**config.mk**
```make
export PLATFORM = sky130hd
export DESIGN_NAME = mem_wb_streamer_flat
export DESIGN_NICKNAME = d
export VERILOG_FILES = /design/src/rtl/mem_wb_streamer_pkg.sv /design/src/rtl/mem_wb_streamer_if.sv /design/src/rtl/mem_wb_streamer_fifo.sv /design/src/rtl/mem_wb_streamer.sv /design/src/flat_wrapper.sv
export SDC_FILE = /design/constraint.sdc
export NUM_CORES = 1
export LEC_CHECK = 0
export CAP_MARGIN = 25
export CORE_AREA = 10 10 297 357
export CTS_BUF_LIST = sky130_fd_sc_hd__clkbuf_2
export DETAILED_ROUTE_END_ITERATION = 8
export DIE_AREA = 0 0 307 367
export GPL_ROUTABILITY_DRIVEN = 0
export GPL_TIMING_DRIVEN = 0
export PLACE_DENSITY = 0.45
export SLEW_MARGIN = 10
export SYNTH_ARGS = -nofsm -noshare
export SYNTH_HDL_FRONTEND = slang
export SYNTH_SLANG_ARGS = --single-unit
```
**constraint.sdc**
```tcl
create_clock -name clk -period 11.5 [get_ports clk]
set_clock_uncertainty 0.05 [all_clocks]
set_input_delay 3.45 -clock clk [delete_from_list [all_inputs] [get_ports clk]]
set_output_delay 3.45 -clock clk [all_outputs]
set_load 0.005 [all_outputs]
```
**src/rtl/mem_wb_streamer_pkg.sv**
```systemverilog
// Shared constants, FSM state type and byte-mask helper for the Mannix SRAM/DDR streamers.
package mannix_mem_pkg;

    localparam int ADDR_W     = 19;
    localparam int DATA_W     = 128;
    localparam int LEN_W      = 12;
    localparam int BEAT_BYTES = DATA_W / 8;

    typedef enum logic [1:0] {
        IDLE  = 2'd0,
        RUN   = 2'd1,
        DRAIN = 2'd2
    } wb_state_t;

    // A byte count of 0 means a full 16-byte beat.
    function automatic logic [BEAT_BYTES-1:0] last_byte_mask(input logic [3:0] nbytes);
        logic [BEAT_BYTES-1:0] mask;
        if (nbytes == 4'd0) begin
            mask = '1;
        end else begin
            mask = (BEAT_BYTES'(1) << nbytes) - BEAT_BYTES'(1);
        end
        return mask;
    endfunction

endpackage

```
**src/rtl/mem_wb_streamer_if.sv**
```systemverilog
// Command, SRAM read port and DDR beat stream of the write-back streamer.
interface mem_wb_streamer_if;
    import mannix_mem_pkg::*;

    logic                  cmd_start;
    logic [ADDR_W-1:0]     cmd_base_addr;
    logic [LEN_W-1:0]      cmd_len;
    logic [3:0]            cmd_last_bytes;
    logic                  busy;
    logic                  done;
    logic                  cmd_err;
    logic                  sram_rd_en;
    logic [ADDR_W-1:0]     sram_rd_addr;
    logic [DATA_W-1:0]     sram_rd_data;
    logic                  ddr_valid;
    logic                  ddr_ready;
    logic [DATA_W-1:0]     ddr_data;
    logic                  ddr_last;
    logic [BEAT_BYTES-1:0] ddr_byte_en;

    modport slave (
        input  cmd_start, cmd_base_addr, cmd_len, cmd_last_bytes, sram_rd_data, ddr_ready,
        output busy, done, cmd_err, sram_rd_en, sram_rd_addr,
               ddr_valid, ddr_data, ddr_last, ddr_byte_en
    );

    modport master (
        output cmd_start, cmd_base_addr, cmd_len, cmd_last_bytes, sram_rd_data, ddr_ready,
        input  busy, done, cmd_err, sram_rd_en, sram_rd_addr,
               ddr_valid, ddr_data, ddr_last, ddr_byte_en
    );

endinterface

```
**src/rtl/mem_wb_streamer_fifo.sv**
```systemverilog
// Small synchronous FIFO holding SRAM read data until the DDR side accepts it.
module mem_wb_fifo #(
    parameter int DEPTH = 4,
    parameter int WIDTH = 128
) (
    input  logic                           clk,
    input  logic                           rst_n,
    input  logic                           push_i,
    input  logic [WIDTH-1:0]               push_data_i,
    input  logic                           pop_i,
    output logic [WIDTH-1:0]               head_o,
    output logic [$clog2(DEPTH+1)-1:0]     count_o
);

    localparam int CNT_W = $clog2(DEPTH + 1);
    localparam int PTR_W = (DEPTH > 1) ? $clog2(DEPTH) : 1;

    logic [WIDTH-1:0] mem_q [DEPTH];
    logic [PTR_W-1:0] wr_ptr_q, wr_ptr_d;
    logic [PTR_W-1:0] rd_ptr_q, rd_ptr_d;
    logic [CNT_W-1:0] count_q, count_d;
    logic             do_push, do_pop;

    function automatic logic [PTR_W-1:0] ptr_inc(input logic [PTR_W-1:0] p);
        return (p == PTR_W'(DEPTH - 1)) ? '0 : p + PTR_W'(1);
    endfunction

    assign do_pop  = pop_i && (count_q != '0);
    assign do_push = push_i && ((count_q != CNT_W'(DEPTH)) || do_pop);

    always_comb begin
        wr_ptr_d = wr_ptr_q;
        rd_ptr_d = rd_ptr_q;
        count_d  = count_q;
        if (do_push) wr_ptr_d = ptr_inc(wr_ptr_q);
        if (do_pop)  rd_ptr_d = ptr_inc(rd_ptr_q);
        case ({do_push, do_pop})
            2'b10:   count_d = count_q + CNT_W'(1);
            2'b01:   count_d = count_q - CNT_W'(1);
            default: count_d = count_q;
        endcase
    end

    always_ff @(posedge clk or negedge rst_n) begin
        if (!rst_n) begin
            wr_ptr_q <= '0;
            rd_ptr_q <= '0;
            count_q  <= '0;
        end else begin
            wr_ptr_q <= wr_ptr_d;
            rd_ptr_q <= rd_ptr_d;
            count_q  <= count_d;
        end
    end

    // Storage is not reset: an entry is only observed after it has been pushed.
    always_ff @(posedge clk) begin
        if (do_push) mem_q[wr_ptr_q] <= push_data_i;
    end

    assign head_o  = mem_q[rd_ptr_q];
    assign count_o = count_q;

endmodule

```
**src/rtl/mem_wb_streamer.sv**
```systemverilog
// SRAM-to-DDR write-back streamer: reads a contiguous word run and emits it as a beat stream.
module mem_wb_streamer
    import mannix_mem_pkg::*;
#(
    parameter int FIFO_DEPTH = 4
) (
    input  logic               clk,
    input  logic               rst_n,
    mem_wb_streamer_if.slave   bus_if
);

    localparam int CNT_W = $clog2(FIFO_DEPTH + 1);

    wb_state_t         state_q, state_d;
    logic [ADDR_W-1:0] base_q, base_d;
    logic [LEN_W-1:0]  len_q, len_d;
    logic [3:0]        lb_q, lb_d;
    logic [LEN_W-1:0]  rd_cnt_q, rd_cnt_d;
    logic [LEN_W-1:0]  tx_cnt_q, tx_cnt_d;
    logic              inflight_q;
    logic              cmd_err_q;

    logic              rd_en;
    logic              wb_done;
    logic              credit_ok;
    logic [CNT_W:0]    credit_used;
    logic [CNT_W-1:0]  fifo_count;
    logic [DATA_W-1:0] fifo_head;
    logic              beat_vld;
    logic              beat_pop;
    logic              beat_last;

    mem_wb_fifo #(
        .DEPTH (FIFO_DEPTH),
        .WIDTH (DATA_W)
    ) u_fifo (
        .clk         (clk),
        .rst_n       (rst_n),
        .push_i      (inflight_q),
        .push_data_i (bus_if.sram_rd_data),
        .pop_i       (beat_pop),
        .head_o      (fifo_head),
        .count_o     (fifo_count)
    );

    // Credit uses registered terms only, so ddr_ready never reaches sram_rd_en.
    assign credit_used = {1'b0, fifo_count} + {{CNT_W{1'b0}}, inflight_q};
    assign credit_ok   = credit_used < (CNT_W + 1)'(FIFO_DEPTH);

    assign beat_vld  = fifo_count != '0;
    assign beat_pop  = beat_vld && bus_if.ddr_ready;
    assign beat_last = beat_vld && (tx_cnt_q == len_q - LEN_W'(1));

    always_comb begin
        state_d  = state_q;
        base_d   = base_q;
        len_d    = len_q;
        lb_d     = lb_q;
        rd_cnt_d = rd_cnt_q;
        tx_cnt_d = tx_cnt_q;
        rd_en    = 1'b0;
        wb_done  = 1'b0;
        if (beat_pop) tx_cnt_d = tx_cnt_q + LEN_W'(1);
        case (state_q)
            IDLE: begin
                if (bus_if.cmd_start) begin
                    base_d   = bus_if.cmd_base_addr;
                    len_d    = bus_if.cmd_len;
                    lb_d     = bus_if.cmd_last_bytes;
                    rd_cnt_d = '0;
                    tx_cnt_d = '0;
                    state_d  = (bus_if.cmd_len == '0) ? DRAIN : RUN;
                end
            end
            RUN: begin
                if (credit_ok) begin
                    rd_en    = 1'b1;
                    rd_cnt_d = rd_cnt_q + LEN_W'(1);
                    if (rd_cnt_q == len_q - LEN_W'(1)) state_d = DRAIN;
                end
            end
            DRAIN: begin
                // Covers len==0 too: tx_cnt starts at 0 and matches immediately.
                if (tx_cnt_q == len_q) begin
                    wb_done = 1'b1;
                    state_d = IDLE;
                end
            end
            default: state_d = IDLE;
        endcase
    end

    always_ff @(posedge clk or negedge rst_n) begin
        if (!rst_n) begin
            state_q    <= IDLE;
            base_q     <= '0;
            len_q      <= '0;
            lb_q       <= '0;
            rd_cnt_q   <= '0;
            tx_cnt_q   <= '0;
            inflight_q <= 1'b0;
            cmd_err_q  <= 1'b0;
        end else begin
            state_q    <= state_d;
            base_q     <= base_d;
            len_q      <= len_d;
            lb_q       <= lb_d;
            rd_cnt_q   <= rd_cnt_d;
            tx_cnt_q   <= tx_cnt_d;
            inflight_q <= rd_en;
            cmd_err_q  <= bus_if.cmd_start && (state_q != IDLE);
        end
    end

    assign bus_if.busy         = state_q != IDLE;
    assign bus_if.done         = wb_done;
    assign bus_if.cmd_err      = cmd_err_q;
    assign bus_if.sram_rd_en   = rd_en;
    assign bus_if.sram_rd_addr = rd_en ? (base_q + ADDR_W'(rd_cnt_q)) : '0;
    assign bus_if.ddr_valid    = beat_vld;
    assign bus_if.ddr_data     = beat_vld ? fifo_head : '0;
    assign bus_if.ddr_last     = beat_last;
    assign bus_if.ddr_byte_en  = !beat_vld ? '0 :
                                 (beat_last ? last_byte_mask(lb_q) : '1);

endmodule

```
**src/flat_wrapper.sv**
```systemverilog
// flat-port wrapper written by rule: the top's interface ports become plain ports
module mem_wb_streamer_flat import mannix_mem_pkg::*;
#(
    parameter int FIFO_DEPTH = 4
)
  (clk, rst_n, bus_if_cmd_start, bus_if_cmd_base_addr, bus_if_cmd_len, bus_if_cmd_last_bytes, bus_if_sram_rd_data, bus_if_ddr_ready, bus_if_busy, bus_if_done, bus_if_cmd_err, bus_if_sram_rd_en, bus_if_sram_rd_addr, bus_if_ddr_valid, bus_if_ddr_data, bus_if_ddr_last, bus_if_ddr_byte_en);
  mem_wb_streamer_if bus_if_i ();
  input  logic clk;
  input  logic rst_n;
  input wire logic [$bits(bus_if_i.cmd_start)-1:0] bus_if_cmd_start;
  input wire logic [$bits(bus_if_i.cmd_base_addr)-1:0] bus_if_cmd_base_addr;
  input wire logic [$bits(bus_if_i.cmd_len)-1:0] bus_if_cmd_len;
  input wire logic [$bits(bus_if_i.cmd_last_bytes)-1:0] bus_if_cmd_last_bytes;
  input wire logic [$bits(bus_if_i.sram_rd_data)-1:0] bus_if_sram_rd_data;
  input wire logic [$bits(bus_if_i.ddr_ready)-1:0] bus_if_ddr_ready;
  output wire logic [$bits(bus_if_i.busy)-1:0] bus_if_busy;
  output wire logic [$bits(bus_if_i.done)-1:0] bus_if_done;
  output wire logic [$bits(bus_if_i.cmd_err)-1:0] bus_if_cmd_err;
  output wire logic [$bits(bus_if_i.sram_rd_en)-1:0] bus_if_sram_rd_en;
  output wire logic [$bits(bus_if_i.sram_rd_addr)-1:0] bus_if_sram_rd_addr;
  output wire logic [$bits(bus_if_i.ddr_valid)-1:0] bus_if_ddr_valid;
  output wire logic [$bits(bus_if_i.ddr_data)-1:0] bus_if_ddr_data;
  output wire logic [$bits(bus_if_i.ddr_last)-1:0] bus_if_ddr_last;
  output wire logic [$bits(bus_if_i.ddr_byte_en)-1:0] bus_if_ddr_byte_en;
  assign bus_if_i.cmd_start = bus_if_cmd_start;
  assign bus_if_i.cmd_base_addr = bus_if_cmd_base_addr;
  assign bus_if_i.cmd_len = bus_if_cmd_len;
  assign bus_if_i.cmd_last_bytes = bus_if_cmd_last_bytes;
  assign bus_if_i.sram_rd_data = bus_if_sram_rd_data;
  assign bus_if_i.ddr_ready = bus_if_ddr_ready;
  assign bus_if_busy = bus_if_i.busy;
  assign bus_if_done = bus_if_i.done;
  assign bus_if_cmd_err = bus_if_i.cmd_err;
  assign bus_if_sram_rd_en = bus_if_i.sram_rd_en;
  assign bus_if_sram_rd_addr = bus_if_i.sram_rd_addr;
  assign bus_if_ddr_valid = bus_if_i.ddr_valid;
  assign bus_if_ddr_data = bus_if_i.ddr_data;
  assign bus_if_ddr_last = bus_if_i.ddr_last;
  assign bus_if_ddr_byte_en = bus_if_i.ddr_byte_en;
  mem_wb_streamer #(.FIFO_DEPTH(FIFO_DEPTH)) u_core (.clk(clk), .rst_n(rst_n), .bus_if(bus_if_i));
endmodule
```
Word-level counts from Yosys, hierarchy flattened
Memories as Yosys holds them, arrays and structs flattened.
Index checks and enable logic that the tools add are counted.
{ "word_totals": {"regBits": 70, "mem_bits_rw": 512, "in_bits": 167, "out_inout_bits": 169, "memories": 1} }
{ "op_classes": {"n_addsub": 10, "order_cmp": 1, "eq_ne": 14, "shift": 1, "n_mux": 26, "n_reduce_logical": 16} }
{ "memory_table": {"columns": ["memory", "words", "width", "read_ports", "rd_clocked_by_memory_dff", "wr", "line_no", "text"], "rows": [
  ["u_core.u_fifo.mem_q", 4, 128, 1, 0, 1, "mem_wb_streamer_fifo.sv:18", "logic [WIDTH-1:0] mem_q [DEPTH];"]
]} }
{ "op_table": {"columns": ["cell", "n"], "rows": [
  ["$mux 128", 1],
  ["$mux 12", 5],
  ["$mux 16", 3],
  ["$eq 12x12->1", 3],
  ["$add 12x1->12 const B", 2],
  ["$pmux 12 s2", 1],
  ["$add 19x12->19", 1],
  ["$mux 19", 1],
  ["$shl 1x4->16 const A", 1],
  ["$sub 16x2->16 const B", 1],
  ["$mux 2", 7],
  ["$logic_not 12->1", 1],
  ["$sub 12x1->12 const B", 1],
  ["$eq 2x2->1 const B", 4],
  ["$mux 1", 6],
  ["$ne 2x1->1 const B", 3],
  ["$pmux 2 s3", 1],
  ["$pmux 3 s2", 1],
  ["$reduce_bool 2->1", 3],
  ["$logic_and 1x1->1", 5],
  ["$add 2x1->2 const B", 2],
  ["$add 3x1->4", 1],
  ["$eq 2x1->1 const B", 2],
  ["$logic_not 4->1", 1],
  ["other kinds (11)", 11]
]} }

Depth between registers and ports, before layout
Gate-level depths: netlist of run 1.
{ "depth": {"ltp_word": 7, "ltp_mapped": 11, "ltp_nobuf": 9} }

Modules after synthesis
From an unflattened synthesis of run 1, not the netlist that was laid out.
{ "unflattened": {"cells_unflattened": 1436, "hier_area_um2": 24393.4} }
{ "modules_own_cells": {"columns": ["mod", "n_inst", "cells_per_inst", "area_per_inst_um2", "seq_area_each_um2"], "rows": [
  ["mem_wb_fifo", 1, 716, 18979.5, 15549.9],
  ["mem_wb_streamer", 1, 720, 5413.9, 1576.5]
]} }

Worst setup path after synthesis of run 1
Ideal clock, no wire load.
{ "synth_path": {"kind": "input-to-reg", "start": "input bus_if_ddr_ready", "end": "memory u_core.u_fifo.mem_q[0][0], enable pin", "setup_time_ps": 503, "arrival_ps": 7040, "t_required_ps": 10947, "setup_slack_ps": 3907, "stages": 4, "path_cell_list": "clkbuf_1 > nand2b_1 > o31a_1 > and2_1"} }
{ "synth_between": {"elab_chain_len": 6} }
{ "synth_rtl": {"columns": ["item", "line_no", "text"], "rows": [
  ["start, declared", "flat_wrapper.sv:15", "input wire logic [$bits(bus_if_i.ddr_ready)-1:0] bus_if_ddr_ready;"],
  ["$logic_and 1x1->1", "mem_wb_streamer.sv:51", "assign beat_pop = beat_vld && bus_if.ddr_ready;"],
  ["$logic_and 1x1->1", "mem_wb_streamer_fifo.sv:28", "assign do_pop = pop_i && (count_q != '0);"],
  ["$logic_or 1x1->1", "mem_wb_streamer_fifo.sv:29", "assign do_push = push_i && ((count_q != CNT_W'(DEPTH)) || do_pop);"],
  ["$logic_and 1x1->1", "mem_wb_streamer_fifo.sv:29", null],
  ["$mux 1", "mem_wb_streamer_fifo.sv:58", "if (do_push) mem_q[wr_ptr_q] <= push_data_i;"],
  ["$mux 1 (implied by the code)", "mem_wb_streamer_fifo.sv:58", null],
  ["end, declared", "mem_wb_streamer_fifo.sv:18", null]
]} }
Every way passes these cells.

Worst setup path in the final report of run 1
{ "layout_path": {"start": "register u_core.u_fifo.rd_ptr_q[0]", "end": "output bus_if_ddr_data[119]"} }
{ "layout_between": {"elab_chain_len": 2} }
{ "layout_rtl": {"columns": ["item", "line_no", "text"], "rows": [
  ["start, declared", "mem_wb_streamer_fifo.sv:20", "logic [PTR_W-1:0] rd_ptr_q, rd_ptr_d;"],
  ["start signal, assigned", "mem_wb_streamer_fifo.sv:51", "rd_ptr_q <= rd_ptr_d;"],
  ["$mem_v2 4x128", null, null],
  ["$mux 128", "mem_wb_streamer.sv:121", "assign bus_if.ddr_data = beat_vld ? fifo_head : '0;"],
  ["end, declared", "flat_wrapper.sv:22", "output wire logic [$bits(bus_if_i.ddr_data)-1:0] bus_if_ddr_data;"]
]} }
Every way passes these cells.

==> summary.txt, run 1 <==
Run status
  • Run status: finished, final reports clean

Floorplanning
  • Core area: 99,000 um^2
  • Area of the die: 112,700 um^2
  • Cell row count: 127
  • Die boundary height: 367 um
  • Die extent in x: 307 um
  • Starting utilization of the core area: 0.2476
  • Num ports: 336

STA
  • Tightest hold margin: 444.7 ps
  • Number of failing hold endpoints at the final stage: 0
  • FMAX: 0.1228 GHz
  • Min setup slack post-route: 3356 ps
  • Minimum period implied by the final worst setup slack: 8144 ps
  • Final cycle utilization of the critical path: 0.7081
  • Final-report setup violation count: 0
  • RSZ-0062 raised after global routing: no
  • Fin. max-slew vios: 0
  • Slew margin rel.: 0.3639
  • Transition time at the pin with the least slew margin: 954.1 ps

Pwr
  • Proportion of power drawn by combinational gates: 0.453
  • Total power: 0.008460 W
  • Clock Power Share: 0.178
  • Power per unit of standard cell area: 270.0 nW/um^2
  • Maximum vdd drop: 0.0001206 V
  • Leak: 10.89 nW
  • Sw Share: 0.3555
  • P_sw: 0.003007 W
  • Fraction of power consumed by sequential logic: 0.369
  • Cell Int Power: 0.005453 W

Final layout
  • Area Overhead vs Synth: 27.83%
  • Final Net Count: 2,170
  • Final core area utilization: 0.3165
  • Count of filler cells inserted in the layout: 9,926
  • Non-filler cells, final: 3,397
  • Ratio of cells with drive above 1 in the final layout: 0.2121

Clock tree
  • Clock Path Buffers: 3
  • Postcts setup bufs: 0
  • Clock insertion delay at the later pin of the skew report: 1320 ps
  • Post-CTS resize count: 0
  • Clock-pin slew on the worst setup and hold paths: 90 ps
  • Cell chosen for the clock root: sky130_fd_sc_hd__clkbuf_2
  • Number of CTS-inserted buffers: 162
  • Post-cts hold buffer count: 0
  • CTS tree: done
  • Depth of the CTS H-tree: 4
  • Clock sinks: 582

Global routing
  • Number of global-route vias before repair: 16,340
  • Wire length of the first global-routing pass: 105,700 um
  • Total congestion overflow after global routing: 0
  • Number of antenna violations at the first check in global routing: 17
  • Pin count of the biggest net entering global routing: 48
  • Overall fraction of global-route tracks in use: 0.1258

Yosys
  • Most used flip-flop cell after synthesis: sky130_fd_sc_hd__edfxtp_1
  • Count of flip-flops with a built-in enable after synthesis: 512
  • Unique masters post-synth: 73
  • Library cell occupying the most area in the post-synthesis netlist: sky130_fd_sc_hd__edfxtp_1
  • Proportion of synthesized flip-flops having asynchronous set or reset: 0.1203
  • Yosys warning total: 0
  • Mean instance size in the synthesized netlist: 16.72 um^2
  • Synthesized cell area: 24,510 um^2
  • Cell types with the highest counts after synthesis: 512 x sky130_fd_sc_hd__edfxtp_1, 142 x sky130_fd_sc_hd__nand2_1, 135 x sky130_fd_sc_hd__and2_1
  • Most frequent cell after synthesis: sky130_fd_sc_hd__edfxtp_1
  • Area share of the largest cell type after synthesis: 0.6272
  • Flip-flop and latch count after synthesis: 582
  • Mapped Nets: 1,656
  • Dominant cells by area after synthesis: sky130_fd_sc_hd__edfxtp_1 63%, sky130_fd_sc_hd__mux4_2 12%, sky130_fd_sc_hd__dfrtp_1 7.1%
  • Seq/Total Area, Yosys: 0.6987
  • Number of instances in the synthesized netlist: 1,466

Routing
  • Antenna Violating Nets Remaining: 0
  • DRC violations left: 0
  • Vias per cell: 4.350
  • Average routed wire per standard cell: 20.89 um
  • Router iterations before antenna repair: 4
  • Via Count: 14,780
  • Aggregate routed wire length: 70,950 um
  • Initial detailed-routing violation count: 812

Place
  • Placed cell count: 3,106
  • Number of buffers inserted by port buffering: 335
  • HPWL reported at the end of detailed placement: 48,870 um
  • Post-Place Worst Slack: 4326 ps

Worst setup path
  • Data required, critical path: 8000 ps
  • Most Frequent Cell on Critical Path: sky130_fd_sc_hd__clkbuf_1
  • Bufs and invs on worst path: 4
  • CP arrival: 4640 ps
  • Worst path cell trace: clkbuf_1, clkbuf_1, buf_1, mux4_2, and2_1, clkdlybuf4s50_1
  • Critical Path Sink Type: output pin
  • Critical-path cell with the highest stage delay: sky130_fd_sc_hd__buf_1
  • Peak fanout along the critical path: 10
  • CP Launch Type: register
  • Category of the most critical setup path: register to output pin
  • Family of cells with the greatest summed delay on the critical path: buffers and inverters
  • Critical Path Max Stage Delay: 780 ps

Worst hold path
  • Worst min path class: register to register

Flow run
  • Max_cap viols: 0
## metal layers
layer  share of wire  vias up  wire length (um)  GRT usage
li1                -     6755                 -          -
met1            0.41     7396             29180     0.1467
met2            0.47      460             33620     0.2017
met3           0.089      137              6305    0.05580
met4           0.024       28              1671    0.04752
met5          0.0025        -               176          0
## state kept, by name (all words and copies together), names as in the netlist, 2 cells and up
name	cells
u_core.base_q	19
u_core.lb_q	4
u_core.len_q	12
u_core.rd_cnt_q	12
u_core.state_q	2
u_core.tx_cnt_q	12
u_core.u_fifo.count_o	3
u_core.u_fifo.mem_q	512
u_core.u_fifo.rd_ptr_q	2
u_core.u_fifo.wr_ptr_q	2
## cells in the final DEF (no fill, tap or decap), types with 33 or more instances in the layout
master                            count
sky130_fd_sc_hd__edfxtp_1           512
sky130_fd_sc_hd__xnor2_1             34
sky130_fd_sc_hd__nand2_1            142
sky130_fd_sc_hd__clkinv_1            33
sky130_fd_sc_hd__and2_1             131
sky130_fd_sc_hd__clkbuf_1            45
sky130_fd_sc_hd__nor2_1              61
sky130_fd_sc_hd__clkdlybuf4s50_1    334
sky130_fd_sc_hd__clkbuf_2           233
sky130_fd_sc_hd__mux4_2             128
sky130_fd_sc_hd__dfrtp_1             70
## worst paths after layout
check / slack [ps] / from / end / cells past startpoint
max in group asynchronous: 8800 / rst_n / u_core.bus_if.cmd_err / 2
max: 3360 / u_core.u_fifo.rd_ptr_q[0] / bus_if_ddr_data[119] / 6
min: 440 / u_core.base_q[7] / u_core.base_q[7] / 2
min reg2reg: 440 / u_core.base_q[7] / u_core.base_q[7] / 2
max reg2reg: 8700 / u_core.inflight_q / u_core.u_fifo.mem_q[3][9] / 5
min in group asynchronous: 2000 / rst_n / u_core.len_q[6] / 1
## area by class of cell
class	instances	area, um^2	share of cell area
sequential	582	17130	0.5466
antenna	4	10.01	0.0003194
buffer	81	346.6	0.01106
clock inverter	56	317.8	0.01014
tap	1290	1614	0.05151
clock buffer	231	1156	0.03690
timing repair buffer	350	3712	0.1185
inverter	22	82.58	0.002635
multi-input combinational	781	6969	0.2224
## power by group through the flow
stage / clock network [W] / registers (W) / logic, W
finish: 0.00150 / 0.00312 / 0.00383
global route: 0.00172 / 0.00317 / 0.00422
CTS: 0.00161 / 0.00313 / 0.00398
detailed placement: 0 / 0.00318 / 0.00395
global placement: 0 / 0.00332 / 0.00384
floorplan: 0 / 0.00318 / 0.00198
## per-stage QoR
| step | cell area, um^2 | setup TNS (ps) |
|---|---|---|
| floorplan | 24510 | 0 |
| global placement | 29480 | -42080 |
| detailed placement | 29850 | 0 |
| CTS | 31330 | 0 |
| global route | 31330 | 0 |
| finish | 31340 | 0 |
## cell families (layout without fill, tap and decap cells)
family | count (synthesis) | after routing | share of synthesized area
AOI/OAI and AO/OA | 117 | 117 | 0.03537
xor gates and xnor gates | 66 | 66 | 0.02358
adders and majority gates | 23 | 23 | 0.01235
buffers and inverters | 103 | 740 | 0.01741
DFF | 582 | 582 | 0.6987
muxes | 130 | 130 | 0.1185
other | 0 | 4 | 0
and+or+nand+nor | 445 | 445 | 0.09413
## worst register-to-register path: stages (launching register included)
cell and delay, ps:
sky130_fd_sc_hd__dfrtp_1 410, sky130_fd_sc_hd__buf_1 350, sky130_fd_sc_hd__o31a_1 360, sky130_fd_sc_hd__and2_4 600, sky130_fd_sc_hd__buf_16 320, sky130_fd_sc_hd__buf_16 300
(Power assumes the default switching activity.)
==> run 2: changes to the inputs <==
- clock period: 11.5 -> 7.57 ns (I/O delays scaled with it)
==> run 2 against run 1 <==
Critical path depth up 6; register-to-register slack worse by 3900 ps; combinational power up 52%; final area about the same; non-clock buffer count unchanged; flip-flop and latch count unchanged; global-route usage unchanged; clock-buffer cell count unchanged; die area unchanged; total power up 52%; utilization about the same.
==> summary.txt, run 2 (same netlist as run 1, synthesis figures left out) <==
STA
  • FMAX: 0.1459 GHz
  • Final cycle utilization of the critical path: 0.9053
  • Slew margin rel.: 0.4291 (was 0.3639)
  • RSZ-0062 raised after global routing: no (unchanged)
  • Final-report setup violation count: 0 (unchanged)
  • Minimum period implied by the final worst setup slack: 6853 ps
  • Transition time at the pin with the least slew margin: 856.4 ps (was 954.1 ps)
  • Fin. max-slew vios: 0 (unchanged)
  • Number of failing hold endpoints at the final stage: 0 (unchanged)

Clock tree
  • Clock-pin slew on the worst setup and hold paths: 90 ps (about the same)
  • Post-cts hold buffer count: 0 (unchanged)
  • Clock Path Buffers: 3 (unchanged)
  • Clock insertion delay at the later pin of the skew report: 1320 ps (about the same)
  • Number of CTS-inserted buffers: 162 (unchanged)
  • Cell chosen for the clock root: sky130_fd_sc_hd__clkbuf_2 (unchanged)
  • Clock sinks: 582 (unchanged)
  • Depth of the CTS H-tree: 4 (unchanged)
  • CTS tree: done (unchanged)

Pwr
  • Proportion of power drawn by combinational gates: 0.453 (about the same)
  • Cell Int Power: 0.008285 W (was 0.005453 W)
  • Fraction of power consumed by sequential logic: 0.369 (about the same)
  • P_sw: 0.004569 W (was 0.003007 W)
  • Power per unit of standard cell area: 410.1 nW/um^2 (was 270.0 nW/um^2)
  • Maximum vdd drop: 0.0001833 V (was 0.0001206 V)
  • Sw Share: 0.3554 (was 0.3555)
  • Clock Power Share: 0.178 (about the same)
  • Leak: 10.89 nW (about the same)

Place
  • Placed cell count: 3,106 (unchanged)
  • HPWL reported at the end of detailed placement: 48,870 um (unchanged)
  • Number of buffers inserted by port buffering: 335 (unchanged)
  • Area of placed instances: 29,850 um^2 (unchanged)

Worst setup path
  • Category of the most critical setup path: register to output pin (unchanged)
  • CP Launch Type: register (unchanged)
  • Critical Path Max Stage Delay: 520 ps (was 780 ps)
  • Worst path cell trace: inv_1, ha_1, buf_2, or4b_1, buf_4, nor2_8, xnor2_1, o211ai_2, a211oi_4, buf_6, a41oi_2, clkdlybuf4s50_1 (was clkbuf_1, clkbuf_1, buf_1, mux4_2, and2_1, clkdlybuf4s50_1)
  • CP arrival: 4530 ps (was 4640 ps)
  • Critical-path cell with the highest stage delay: sky130_fd_sc_hd__clkdlybuf4s50_1 (was sky130_fd_sc_hd__buf_1)
  • Data required, critical path: 5250 ps (was 8000 ps)
  • Critical Path Sink Type: output pin (unchanged)
  • Peak fanout along the critical path: 10 (unchanged)

Final layout
  • Final core area utilization: 0.3166 (was 0.3165)
  • Leading cell type in the layout, fill and taps excluded: sky130_fd_sc_hd__edfxtp_1 (unchanged)
  • Register with the most flip-flops: u_core.u_fifo.mem_q (unchanged)
  • Non-filler cells, final: 3,397 (unchanged)
  • Final Net Count: 2,170 (unchanged)
  • Largest registers: u_core.u_fifo.mem_q x512, u_core.base_q x19 (unchanged)
  • Post-route cell area: 31,340 um^2 (about the same)
  • Most frequent cells in the layout: 512 x sky130_fd_sc_hd__edfxtp_1, 334 x sky130_fd_sc_hd__clkdlybuf4s50_1, 234 x sky130_fd_sc_hd__clkbuf_2, 142 x sky130_fd_sc_hd__nand2_1, 131 x sky130_fd_sc_hd__and2_1 (was 512 x sky130_fd_sc_hd__edfxtp_1, 334 x sky130_fd_sc_hd__clkdlybuf4s50_1, 233 x sky130_fd_sc_hd__clkbuf_2, 142 x sky130_fd_sc_hd__nand2_1, 131 x sky130_fd_sc_hd__and2_1)
  • Max FFs per register: 512 (unchanged)
  • Area Overhead vs Synth: 27.87% (was 27.83%)
  • Count of filler cells inserted in the layout: 9,924 (was 9,926)
  • Ratio of cells with drive above 1 in the final layout: 0.2126 (was 0.2121)

Global routing
  • Number of global-route vias before repair: 16,340 (unchanged)
  • Pin count of the biggest net entering global routing: 48 (unchanged)
  • Number of antenna violations at the first check in global routing: 17 (unchanged)
  • Total congestion overflow after global routing: 0 (unchanged)
  • Wire length of the first global-routing pass: 105,700 um (unchanged)
  • Overall fraction of global-route tracks in use: 0.1258 (unchanged)

Floorplanning
  • Core area: 99,000 um^2 (unchanged)
  • Cell row count: 127 (unchanged)
  • Num ports: 336 (unchanged)
  • Starting utilization of the core area: 0.2476 (unchanged)
  • Die boundary height: 367 um (unchanged)
  • Die extent in x: 307 um (unchanged)
  • Area of the die: 112,700 um^2 (unchanged)

Flow run
  • Max_cap viols: 0 (unchanged)

Worst hold path
  • Worst min path class: register to register (unchanged)

Routing
  • Router iterations before antenna repair: 4 (unchanged)
  • Initial detailed-routing violation count: 811 (was 812)
  • Antenna Violating Nets Remaining: 0 (unchanged)
  • Aggregate routed wire length: 70,950 um (about the same)
  • Vias per cell: 4.348 (was 4.350)
  • DRC violations left: 0 (unchanged)
  • Average routed wire per standard cell: 20.88 um (was 20.89 um)
  • Via Count: 14,770 (was 14,780)

Run status
  • Run status: finished, final reports clean (unchanged)
[run 2: final cells by class]
type                            instances  area [um^2]  area share
Sequential cell                       582        17130      0.5464
Multi-Input combinational cell        781         6969      0.2224
Timing Repair Buffer                  350         3712      0.1184
Tap cell                             1290         1614     0.05150
Clock buffer                          231         1156     0.03689
Buffer                                 81        354.1     0.01130
Clock inverter                         56        317.8     0.01014
Inverter                               22        82.58    0.002635
Antenna cell                            4        10.01   0.0003194
[run 2: what timing repair did]
item,4_1_cts,5_1_grt
setup endpoints to repair,0,1
setup buffers,0,0
resized for setup,0,4
[run 2: layer usage]
metal  wire length, um  track usage  vias to the layer above
li1                  -            -                     6755
met1             29130       0.1467                     7385
met2             33620       0.2017                      463
met3              6345      0.05580                      138
met4              1676      0.04752                       28
met5               176            0                        -
[run 2: final timing paths]
path / end / slack, ps / depth (start not counted) / start
max: bus_if_ddr_byte_en[9] / 720 / 12 / u_core.len_q[0]
min: u_core.base_q[7] / 440 / 2 / u_core.base_q[7]
max reg2reg: u_core.u_fifo.mem_q[3][9] / 4770 / 5 / u_core.inflight_q
min reg2reg: u_core.base_q[7] / 440 / 2 / u_core.base_q[7]
max in group asynchronous: u_core.bus_if.cmd_err / 6050 / 2 / rst_n
min in group asynchronous: u_core.len_q[6] / 820 / 1 / rst_n
[run 2: critical path: cells and delay by family (launching register included)]
family                   cells  cell delay [ps]
buffers and inverters        5             1240
XOR/XNOR                     1              140
flip-flops                   1              510
AND/OR/NAND/NOR              2              540
adder cells (fa/ha/maj)      1              140
AO/OA/AOI/OAI                3              640
[run 2: through the flow]
step	setup slack, ps	power (W)	setup TNS (ps)	hold WS [ps]
floorplan	1156	0.007841	0	399.7
detailed placement	1575	0.01084	0	423.2
global placement	-2862	0.01087	-1450590	428.1
finish	716.6	0.01285	0	444.7
global route	283.9	0.01385	0	466.0
CTS	18.65	0.01325	0	449.8
[run 2: power groups by stage]
| stage | Clock, W | Combinational, W | Sequential (W) |
|---|---|---|---|
| 2_1_floorplan | 0 | 0.00301 | 0.00483 |
| 3_3_place_gp | 0 | 0.00583 | 0.00504 |
| 3_5_place_dp | 0 | 0.00601 | 0.00483 |
| 4_1_cts | 0.00244 | 0.00605 | 0.00476 |
| 5_1_grt | 0.00261 | 0.00641 | 0.00482 |
| 6_report | 0.00229 | 0.00582 | 0.00474 |
